`config.mk`:
```
export PLATFORM = sky130hd
export DESIGN_NAME = ceas_timp
export DESIGN_NICKNAME = d
export VERILOG_FILES = /design/src/rtl/ceas_timp.sv
export SDC_FILE = /design/constraint.sdc
export NUM_CORES = 1
export LEC_CHECK = 0
export ABC_AREA = 1
export BUFFER_PORTS_ARGS = -buffer_cell sky130_fd_sc_hd__buf_2
export CORE_ASPECT_RATIO = 0.9
export CORE_MARGIN = 3
export CORE_UTILIZATION = 36
export CTS_CLUSTER_DIAMETER = 150
export DETAILED_ROUTE_END_ITERATION = 16
export SYNTH_ARGS = -nofsm -noshare
export SYNTH_HDL_FRONTEND = slang
export SYNTH_SLANG_ARGS = --single-unit
```
`constraint.sdc`:
```
create_clock -name clock -period 2.55 [get_ports clock]
set_input_delay 0.1275 -clock clock [delete_from_list [all_inputs] [get_ports clock]]
set_output_delay 0.1275 -clock clock [all_outputs]
set_load 0.01 [all_outputs]
```
`src/rtl/ceas_timp.sv`:
```
// ceas_timp: timekeeping stage. Keeps the running time HH:MM:SS and the alarm
// HH:MM, applies button edits in the setting modes and drives the ring flag.
module ceas_timp #(
  parameter int unsigned TICKS_PER_SEC = 50000000,
  parameter int unsigned RING_SECONDS  = 60
) (
  input  logic       clock,
  input  logic       reset,
  input  logic       semnal_setare,
  input  logic       semnal_setare_a,
  input  logic       semnal_stop,
  input  logic       semnal_b1,
  input  logic       semnal_b2,
  output logic [4:0] ora,
  output logic [5:0] minut,
  output logic [5:0] secunda,
  output logic [4:0] alarm_ora,
  output logic [5:0] alarm_minut,
  output logic       camp,
  output logic [1:0] mod,
  output logic       alarma,
  output logic       tick_sec
);

  localparam int unsigned PW = (TICKS_PER_SEC > 1) ? $clog2(TICKS_PER_SEC) : 1;
  localparam int unsigned RW = (RING_SECONDS > 1) ? $clog2(RING_SECONDS) : 1;
  localparam logic [PW-1:0] PRESC_MAX = PW'(TICKS_PER_SEC - 1);
  localparam logic [RW-1:0] RING_MAX  = RW'(RING_SECONDS - 1);

  localparam logic [1:0] M_RUN       = 2'd0;
  localparam logic [1:0] M_SET_TIME  = 2'd1;
  localparam logic [1:0] M_SET_ALARM = 2'd2;

  logic [PW-1:0] presc, presc_nx;
  logic [RW-1:0] ring_cnt, ring_cnt_nx;
  logic          b1_q, b2_q;

  logic [4:0] ora_nx, alarm_ora_nx;
  logic [5:0] minut_nx, secunda_nx, alarm_minut_nx;
  logic       camp_nx, alarma_nx, tick_nx;
  logic [1:0] mod_nx;
  logic       e1, e2, running, tick, trigger;
  logic       enter_edit, enter_set_time, leave_set_time;

  // Next-state computation: mode, prescaler, time advance, edits and alarm.
  always_comb begin
    mod_nx = semnal_setare   ? M_SET_TIME  :
             semnal_setare_a ? M_SET_ALARM : M_RUN;
    e1 = semnal_b1 & ~b1_q;
    e2 = semnal_b2 & ~b2_q;
    running        = (mod != M_SET_TIME);
    tick           = running && (presc == PRESC_MAX);
    enter_edit     = (mod_nx != mod) && (mod_nx != M_RUN);
    enter_set_time = (mod_nx == M_SET_TIME) && (mod != M_SET_TIME);
    leave_set_time = (mod == M_SET_TIME) && (mod_nx == M_RUN);

    ora_nx         = ora;
    minut_nx       = minut;
    secunda_nx     = secunda;
    alarm_ora_nx   = alarm_ora;
    alarm_minut_nx = alarm_minut;
    camp_nx        = camp;
    alarma_nx      = alarma;
    ring_cnt_nx    = ring_cnt;
    tick_nx        = tick;

    if (!running || tick) presc_nx = '0;
    else                  presc_nx = presc + 1'b1;

    // Seconds carry into minutes and minutes into hours within one cycle.
    if (tick) begin
      if (secunda == 6'd59) begin
        secunda_nx = '0;
        if (minut == 6'd59) begin
          minut_nx = '0;
          ora_nx   = (ora == 5'd23) ? '0 : ora + 1'b1;
        end else begin
          minut_nx = minut + 1'b1;
        end
      end else begin
        secunda_nx = secunda + 1'b1;
      end
    end

    if (mod == M_SET_TIME && e1) begin
      if (!camp) ora_nx   = (ora == 5'd23)   ? '0 : ora + 1'b1;
      else       minut_nx = (minut == 6'd59) ? '0 : minut + 1'b1;
    end

    if (mod == M_SET_ALARM && e1) begin
      if (!camp) alarm_ora_nx   = (alarm_ora == 5'd23)   ? '0 : alarm_ora + 1'b1;
      else       alarm_minut_nx = (alarm_minut == 6'd59) ? '0 : alarm_minut + 1'b1;
    end

    // A b1 edge in the same cycle wins: the toggle is dropped so the
    // increment lands on the field that was selected before.
    if (mod != M_RUN && e2 && !e1) camp_nx = ~camp;
    if (enter_edit) camp_nx = 1'b0;

    if (leave_set_time) begin
      secunda_nx = '0;
      presc_nx   = '0;
    end

    trigger = tick && (mod == M_RUN) && (secunda_nx == 6'd0) &&
              (ora_nx == alarm_ora) && (minut_nx == alarm_minut);

    if (semnal_stop || enter_set_time) begin
      alarma_nx   = 1'b0;
      ring_cnt_nx = '0;
    end else if (trigger) begin
      alarma_nx   = 1'b1;
      ring_cnt_nx = '0;
    end else if (alarma && tick) begin
      if (ring_cnt == RING_MAX) begin
        alarma_nx   = 1'b0;
        ring_cnt_nx = '0;
      end else begin
        ring_cnt_nx = ring_cnt + 1'b1;
      end
    end
  end

  // State and output registers with asynchronous active-low reset.
  always_ff @(posedge clock or negedge reset) begin
    if (!reset) begin
      presc       <= '0;
      ring_cnt    <= '0;
      b1_q        <= 1'b0;
      b2_q        <= 1'b0;
      ora         <= '0;
      minut       <= '0;
      secunda     <= '0;
      alarm_ora   <= 5'd7;
      alarm_minut <= '0;
      camp        <= 1'b0;
      mod         <= M_RUN;
      alarma      <= 1'b0;
      tick_sec    <= 1'b0;
    end else begin
      presc       <= presc_nx;
      ring_cnt    <= ring_cnt_nx;
      b1_q        <= semnal_b1;
      b2_q        <= semnal_b2;
      ora         <= ora_nx;
      minut       <= minut_nx;
      secunda     <= secunda_nx;
      alarm_ora   <= alarm_ora_nx;
      alarm_minut <= alarm_minut_nx;
      camp        <= camp_nx;
      mod         <= mod_nx;
      alarma      <= alarma_nx;
      tick_sec    <= tick_nx;
    end
  end

endmodule
```
==> results summary, run 1 <==
The via count of the first global-routing pass came out at 3,688. The net load switching power came out at between 1 and 1.5 mW. Setup violations remaining at the end of the flow were counted as 0.

The global route total overflow is 0. The post-route total power is ~3.4 mW. The final layout contains 618 nets. The overall via count from detail_route is approximately 3,700. The number of max-slew violations in the final report was 0. The number of levels in the clock H-tree came out at 3. The count of TritonRoute iterations in the first routing pass is 4. The clock drives 67 sinks. The tightest hold path in the finished design has a slack of 3.11 ps. The flow ran to the end, and the final reports show no timing, DRC or antenna violations.

The clock tree root buffer cell is clkbuf_16. In this run the mean area of a mapped cell was 7.46 um^2. For the pin with the worst max-slew slack, the measured transition is 882 ps. The utilization after layout is 0.479. Internal power comes to 2.34 mW.

The DRC violation total after the first TritonRoute iteration came out at a little over 200. The share of the synthesized area in compound gates (AO/OA/AOI/OAI) was 0.0480. The detailed placer's ending HPWL came out at slightly above 7 mm. The share of total power dissipated in sequential elements is 0.384. The maximum clock path buffer count came out at 2.

The placeable core region is ~11,000 um^2. The netlist area before placement came out at 3990 um^2. The post-synthesis net count is 549. The number of failing hold endpoints at the final stage was 0. The worst setup path is captured at a register. The max-capacitance violation count is 0.

The data required time of the critical path is 2770 ps. Counting cells, the worst reg-to-reg path comes to 19. The arrival time of the worst setup path came out at 2670 ps. The floorplan die width came out at 117 um. The switching power share of the total is 0.315.

STA classifies the critical path startpoint as a register. The worst vdd rail ir drop came out at 400 uV. The relative slew slack came out at 0.412. In this run, synthesis inferred 0 flip-flops with an integrated enable. The total global routing track utilization came out at 0.171. Of all nets on the critical path, the largest fanout is 7.

The initial cell density of the core came out at 0.380. The count of warnings emitted by yosys is 0. Of the available clock period, the critical path in the final layout requires 0.962. The global-route wire length before repair is 17.2 mm. The final routed DRC violation total came out at 0. Of the total synthesized cell area, the portion taken by AND, OR, NAND and NOR gates is 0.395. The via-per-instance ratio came out at around 5.0. The number of routed nets with antenna violations is 0. The minimum clock period after layout is 2450 ps. For this run, the register share of the synthesized area comes to 0.421. The fraction of final layout cells sized beyond drive strength 1 is 0.251.

The die area came out at roughly 12,000 um^2. The top cell types in the final layout, fill and taps aside, are nand2_1 (98), inv_1 (68), dfrtp_1 (64), nor2_1 (59), nand3_1 (45). TritonCTS built the clock tree. The cell count after synthesis is 535. The arithmetic-cell share of the synthesized area counting full adders, half adders and majority gates is 0.0219.

The areal power density over the cells came out at approximately 680 nW/um^2. On the final layout, the worst clock skew is 8.63 ps. Summed over all cells, the static leakage comes to 2.47 nW. The initial antenna violation count came out at 0. The total CTS buffers is 9. The worst hold path belongs to the class in2async. By area, the combinational part of the netlist is dominated by simple AND/OR/NAND/NOR gates. The area growth from synthesis to layout came out at 26.0%.

The startpoint identified for the worst register-to-register timing path is presc[0]. The worst setup path is of the reg2reg kind. The insertion delay to the later sink of the worst-skew pair came out at 330 ps. The number of I/O pins came out at 40. In this run the core area contains 35 standard-cell rows. After synthesis the netlist holds a flip-flop and latch count of 67. Setup slack on the worst reg-to-reg path comes out at 100 ps.

The highest attainable clock frequency is around 410 MHz. The power share of the combinational group came out at 0.229. The die is ~110 um tall. In this run the critical register-to-register path is captured at ring_cnt[2]. The antenna diode count is 0. The flip-flop cell with the highest count after synthesis is dfrtp_1. The leading cell type in the layout, fill and taps excluded is nand2_1.

The wire length per cell after detailed routing is around 13 um. The total of buffers placed on input and output ports came out at 39. The final weighted congestion in routability-driven placement is 0.888.

Entering global routing, the biggest net connects 68 pins. After synthesis, the share of cell area in mux cells is 0. Setup repair after global routing could not meet its margin everywhere. The post-synthesis async set-or-reset flop share is 1.00. The unique cell type count in the Yosys netlist is 38. Of the total synthesized cell area, the portion taken by XOR and XNOR cells is 0.0395. The clock-pin transition on the worst setup and hold timing paths came out at 60 ps. The wire length after detailed routing came out at 9.94 mm.

The clock network fraction of total power is 0.387.
[flip-flops by register name, indices dropped and copies added, names as in the netlist]
register,count
presc,26
secunda,6
camp,1
mod,2
alarma,1
alarm_minut,6
tick_sec,1
b2_q,1
ora,5
minut,6
ring_cnt,6
b1_q,1
alarm_ora,5
[worst max-delay path, cell delays in order, from the launching register on]
cell	delay, ps
dfrtp_1	360
ha_2	190
nand2_2	50
inv_2	70
nand2_4	60
nor3_4	200
buf_12	150
nand2_2	70
nor2_4	180
nand2_2	80
nor2_2	80
nor2_1	50
nand2_2	70
nand2_2	70
nor2_1	120
nand3_1	130
nor2_4	160
nand2_4	90
nand4_1	80
nand2_1	60
[cell type report]
| type | instances | area, um^2 |
|---|---|---|
| Fill cell | 1035 | 5480 |
| Tap cell | 129 | 161 |
| Multi-Input combinational cell | 390 | 2200 |
| Inverter | 75 | 284 |
| Clock buffer | 11 | 233 |
| Sequential cell | 67 | 1680 |
| Timing Repair Buffer | 61 | 393 |
| Clock inverter | 5 | 80.1 |
[repair_timing]
action                                  CTS  global route
setup buffers                             0             9
hold buffers                              3             0
endpoints found under the hold margin     3             0
pin swaps                                 0            22
resized for setup                         1            52
endpoints found under the setup margin    1             9
cloned                                    0             0
[metrics by stage]
step	instances	setup WS [ps]	TNS [ps]	instance area, um^2
floorplan	535	354	0	3990
global placement	710	95.6	0	4420
detailed placement	710	15.0	0	4420
CTS	729	12.1	0	4770
global route	738	-76.0	-426	5030
finish	738	96.5	0	5030
[synthesized netlist by cell type, drive strengths merged, types with 3 or more instances]
| master | n | area [um^2] |
|---|---|---|
| nand2 | 134 | 551 |
| nor2 | 79 | 337 |
| inv | 74 | 280 |
| dfrtp | 64 | 1600 |
| nand3 | 51 | 265 |
| nand4 | 27 | 181 |
| nor3 | 23 | 126 |
| a21oi | 16 | 80.1 |
| xor2 | 13 | 114 |
| o21ai | 9 | 45.0 |
| ha | 7 | 87.6 |
| nor3b | 5 | 37.5 |
| xnor2 | 5 | 43.8 |
| nand3b | 4 | 30.0 |
| dfstp | 3 | 78.8 |
| nor4 | 3 | 18.8 |
| or2 | 3 | 18.8 |
[cell families (layout without fill, tap and decap cells)]
family	count (synthesis)	after routing
compound gates	34	34
xor+xnor	18	18
fa+ha+maj	7	7
buf+inv	78	152
flops	67	67
simple gates	331	331
[routing by layer]
metal  GRT usage  wire, um
met5           0         0
met4      0.0434       122
met3      0.0427       418
met2       0.271      4620
met1       0.235      4770
[power groups by stage]
| stage | combinational, mW | sequential, mW | clock (mW) |
|---|---|---|---|
| floorplan | 0.418 | 1.35 | 0 |
| global placement | 0.714 | 1.32 | 0 |
| detailed placement | 0.723 | 1.32 | 0 |
| CTS | 0.731 | 1.31 | 1.35 |
| global route | 0.895 | 1.33 | 1.40 |
| finish | 0.784 | 1.31 | 1.32 |
[worst max-delay path by stage]
stage                     from     endpoint  depth (start not counted)
finish                presc[0]  ring_cnt[2]                         19
global route          presc[0]  ring_cnt[3]                         17
CTS                 secunda[1]  ring_cnt[3]                         18
detailed placement  secunda[1]  ring_cnt[3]                         18
global placement    secunda[1]  ring_cnt[3]                         18
floorplan             minut[0]  ring_cnt[0]                         17
Note: power is estimated with default switching activity, not from simulation.
==> run 2: changes to the inputs <==
--- a/config.mk
+++ b/config.mk
@@ -6,12 +6,13 @@
 export NUM_CORES = 1
 export LEC_CHECK = 0
 export ABC_AREA = 1
-export BUFFER_PORTS_ARGS = -buffer_cell sky130_fd_sc_hd__buf_2
+export BUFFER_PORTS_ARGS = -buffer_cell sky130_fd_sc_hd__clkbuf_2
 export CORE_ASPECT_RATIO = 0.9
 export CORE_MARGIN = 3
-export CORE_UTILIZATION = 36
+export CORE_UTILIZATION = 55
 export CTS_CLUSTER_DIAMETER = 150
 export DETAILED_ROUTE_END_ITERATION = 16
+export PLACE_DENSITY = 0.75
 export SYNTH_ARGS = -nofsm -noshare
 export SYNTH_HDL_FRONTEND = slang
 export SYNTH_SLANG_ARGS = --single-unit
==> run 2 against run 1 <==
Net effect:
- sequential power is essentially flat
- power down 13%
- maximum frequency is 0.89% higher
- non-clock buffer count down 2
- clock power shrank 33%
- critical path type unchanged
- largest cell class unchanged
==> results summary, run 2 (synthesis results as in run 1) <==
The post-route fraction of the period consumed by the critical path came out at 0.954. Leaving out fill and tap cells, the most frequent cells in the layout are nand2_1 (97), inv_1 (69), dfrtp_1 (64), nor2_1 (61), nand3_1 (45). The data required time of the critical path came out at 2780 ps. The final layout contains 616 nets. The clock tree root buffer cell is clkbuf_8.

The number of fill cells is 555. The wire length per cell after detailed routing came out at 13.9 um. The worst hold path belongs to the class in2reg. The worst setup path is captured at a register. The number of flip-flops under the largest register name is 26. For this design, the slowest cell found on the critical path is dfrtp_1.

Setup violations remaining at the end of the flow were counted as 0. 0 antenna diodes ended up in the layout. The first detailed-routing pass ran for 5 iterations.

The arrival time of the worst setup path came out at 2660 ps. The post-layout worst setup margin is about 120 ps. The flow ran to the end, and the final reports show no timing, DRC or antenna violations. The largest single stage delay on the critical path is around 360 ps.

After clock tree synthesis, the clock-pin slew on the worst setup and hold paths is 70 ps. The final routed DRC violation total is 0. The detailed placer's ending HPWL is 6.84 mm.

The slew of the pin with the lowest slew margin is 615 ps. The via count of the first global-routing pass is about 3,500. In this run, the number of DRC markers left after iteration 0 of detailed routing was approximately 320.

The minimum clock period after layout came out at approximately 2400 ps. The power share of the combinational group came out at 0.264. The worst vdd rail ir drop is 553 uV.

Of the total power, the share spent switching nets is 0.335. In the routed layout, each cell is associated on average with a via count of 5.49. The clock network fraction of total power is 0.296.

Walking the worst path, the cells encountered are ha_2, nand2_2, inv_2, nand2_4, nor3_4, buf_6, nand4_4, nand2_8, inv_6, nand2_4, nand2_2, nand2_2, nand2_2, nor2_1, nand2_1, nor2_2, nand2_2, nand4_1, nand2_1. The worst setup path is launched from a register. The leakage component of the power came out at between 2 and 2.5 nW. The number of failing hold endpoints at the final stage is 0. The floorplan row count came out at 28.

The area of the multi-input gates is about 2200 um^2. The critical-path maximum fanout came out at 8. The total of buffers placed on input and output ports is 39. Ranked by flip-flop count, first place goes to presc. The sequential power share came out at 0.440.

The net load switching power came out at 0.998 mW. The overall via count from detail_route came out at between 3,000 and 4,000. The initial antenna violation count is 0. The post-route total power is approximately 3.0 mW. The TritonCTS clock tree is built. The number of routed nets with antenna violations is 0. The insertion delay to the later sink of the worst-skew pair is 340 ps. The global route total overflow came out at 0. By startpoint and endpoint, the worst setup path is classified as reg2reg. The fraction of final layout cells sized beyond drive strength 1 came out at 0.244. The highest attainable clock frequency came out at ~410 MHz. At the end of routability-driven placement, the weighted congestion stood at 0.899.

Headroom to the max-slew limit came out at 0.587. Buffers inserted during clock tree synthesis total 9. The pre-CTS setup slack came out at -10.8 ps. Leaving out fill and tap cells, the most frequent cell in the layout is nand2_1. The clock passes through at most 2 buffers. The vertical die dimension is 86.8 um. The die covers 8320 um^2.

The sequential cell area in the final layout is 1680 um^2. The number of sinks on the clock net is 67. The areal power density over the cells came out at 615 nW/um^2. Counting stages on the worst path, the most repeated cell is nand2_2. The total global routing track utilization is 0.245. The worst reg-to-reg setup slack came out at 120 ps. After detailed routing, the total wire length is 9.67 mm. Setup repair after global routing could not meet its margin everywhere. The global-route wire length before repair came out at 16.1 mm.

The area growth from synthesis to layout came out at 21.4%. The number of max-slew violations in the final report came out at 0. The die is 95.8 um wide. The post-route clock skew is 7.31 ps.

The number of levels in the clock H-tree came out at 3. The number of I/O pins came out at 40. Entering global routing, the biggest net connects 68 pins. The internal power summed over all cells is ~2 mW. The initial cell density of the core is 0.587. The max-capacitance violation count is 0. The placeable core region is ~6800 um^2.
[run 2: cell count changes in the layout (fill, tap and decap cells not counted), moves of 3 or more]
cell       before  now
buf_4          17   14
clkbuf_2        0   38
buf_2          39    1
clkbuf_16       9    0
clkbuf_8        0   11
[run 2: routing by layer]
metal  track usage  up-vias  wire, um  part of all wire
met5             0        -         0                 0
met4        0.0724        0       150             0.016
met3        0.0547       15       629             0.065
met2         0.378      136      4540              0.47
met1         0.346     1791      4350              0.45
li1              -     1882         -                 -
[run 2: final timing paths]
path                                      start           end  cells past startpoint
worst max-delay path                   presc[0]   ring_cnt[0]                     19
worst min-delay path            semnal_setare_a        mod[1]                      3
worst max register to register         presc[0]   ring_cnt[0]                     19
worst min register to register         presc[0]      presc[0]                      1
max in group asynchronous                 reset  alarm_ora[0]                      3
min in group asynchronous                 reset     presc[16]                      3
[run 2: worst max-delay path, delay by kind of cell (launching register included)]
family	cells	cell delay [ps]
fa+ha+maj	1	190
buf+inv	3	290
flops	1	360
simple gates	15	1460
[run 2: final cells by class]
type                       instances  share of cell area
sequential                        67               0.347
tap                               90              0.0232
inverter                          75              0.0591
clock inverter                     2             0.00723
clock buffer                      13              0.0328
timing repair buffer              59              0.0767
multi-input combinational        390               0.454
[run 2: timing repair]
action	in CTS	in global routing
setup endpoints to repair	7	9
setup buffers	1	6
hold buffers	4	0
pin swaps	0	20
resized for setup	1	54
hold endpoints to repair	67	0
gates cloned	0	0
[run 2: stage by stage]
stage	setup TNS (ps)	utilization	hold slack, ps	instance area, um^2	std cells
2_1_floorplan	0	-	-168	3990	535
3_3_place_gp	0	0.642	175	4370	670
3_5_place_dp	-20.4	0.642	178	4370	670
4_1_cts	0	0.678	24.9	4610	690
5_1_grt	-608	0.713	33.7	4850	696
6_report	0	0.713	33.7	4850	696
[run 2: power groups by stage]
stage / combinational [mW] / sequential (mW) / clock, mW
3_3_place_gp: 0.694 / 1.32 / 0
2_1_floorplan: 0.418 / 1.35 / 0
3_5_place_dp: 0.704 / 1.32 / 0
5_1_grt: 0.891 / 1.33 / 0.945
6_report: 0.789 / 1.31 / 0.882
4_1_cts: 0.715 / 1.30 / 0.906
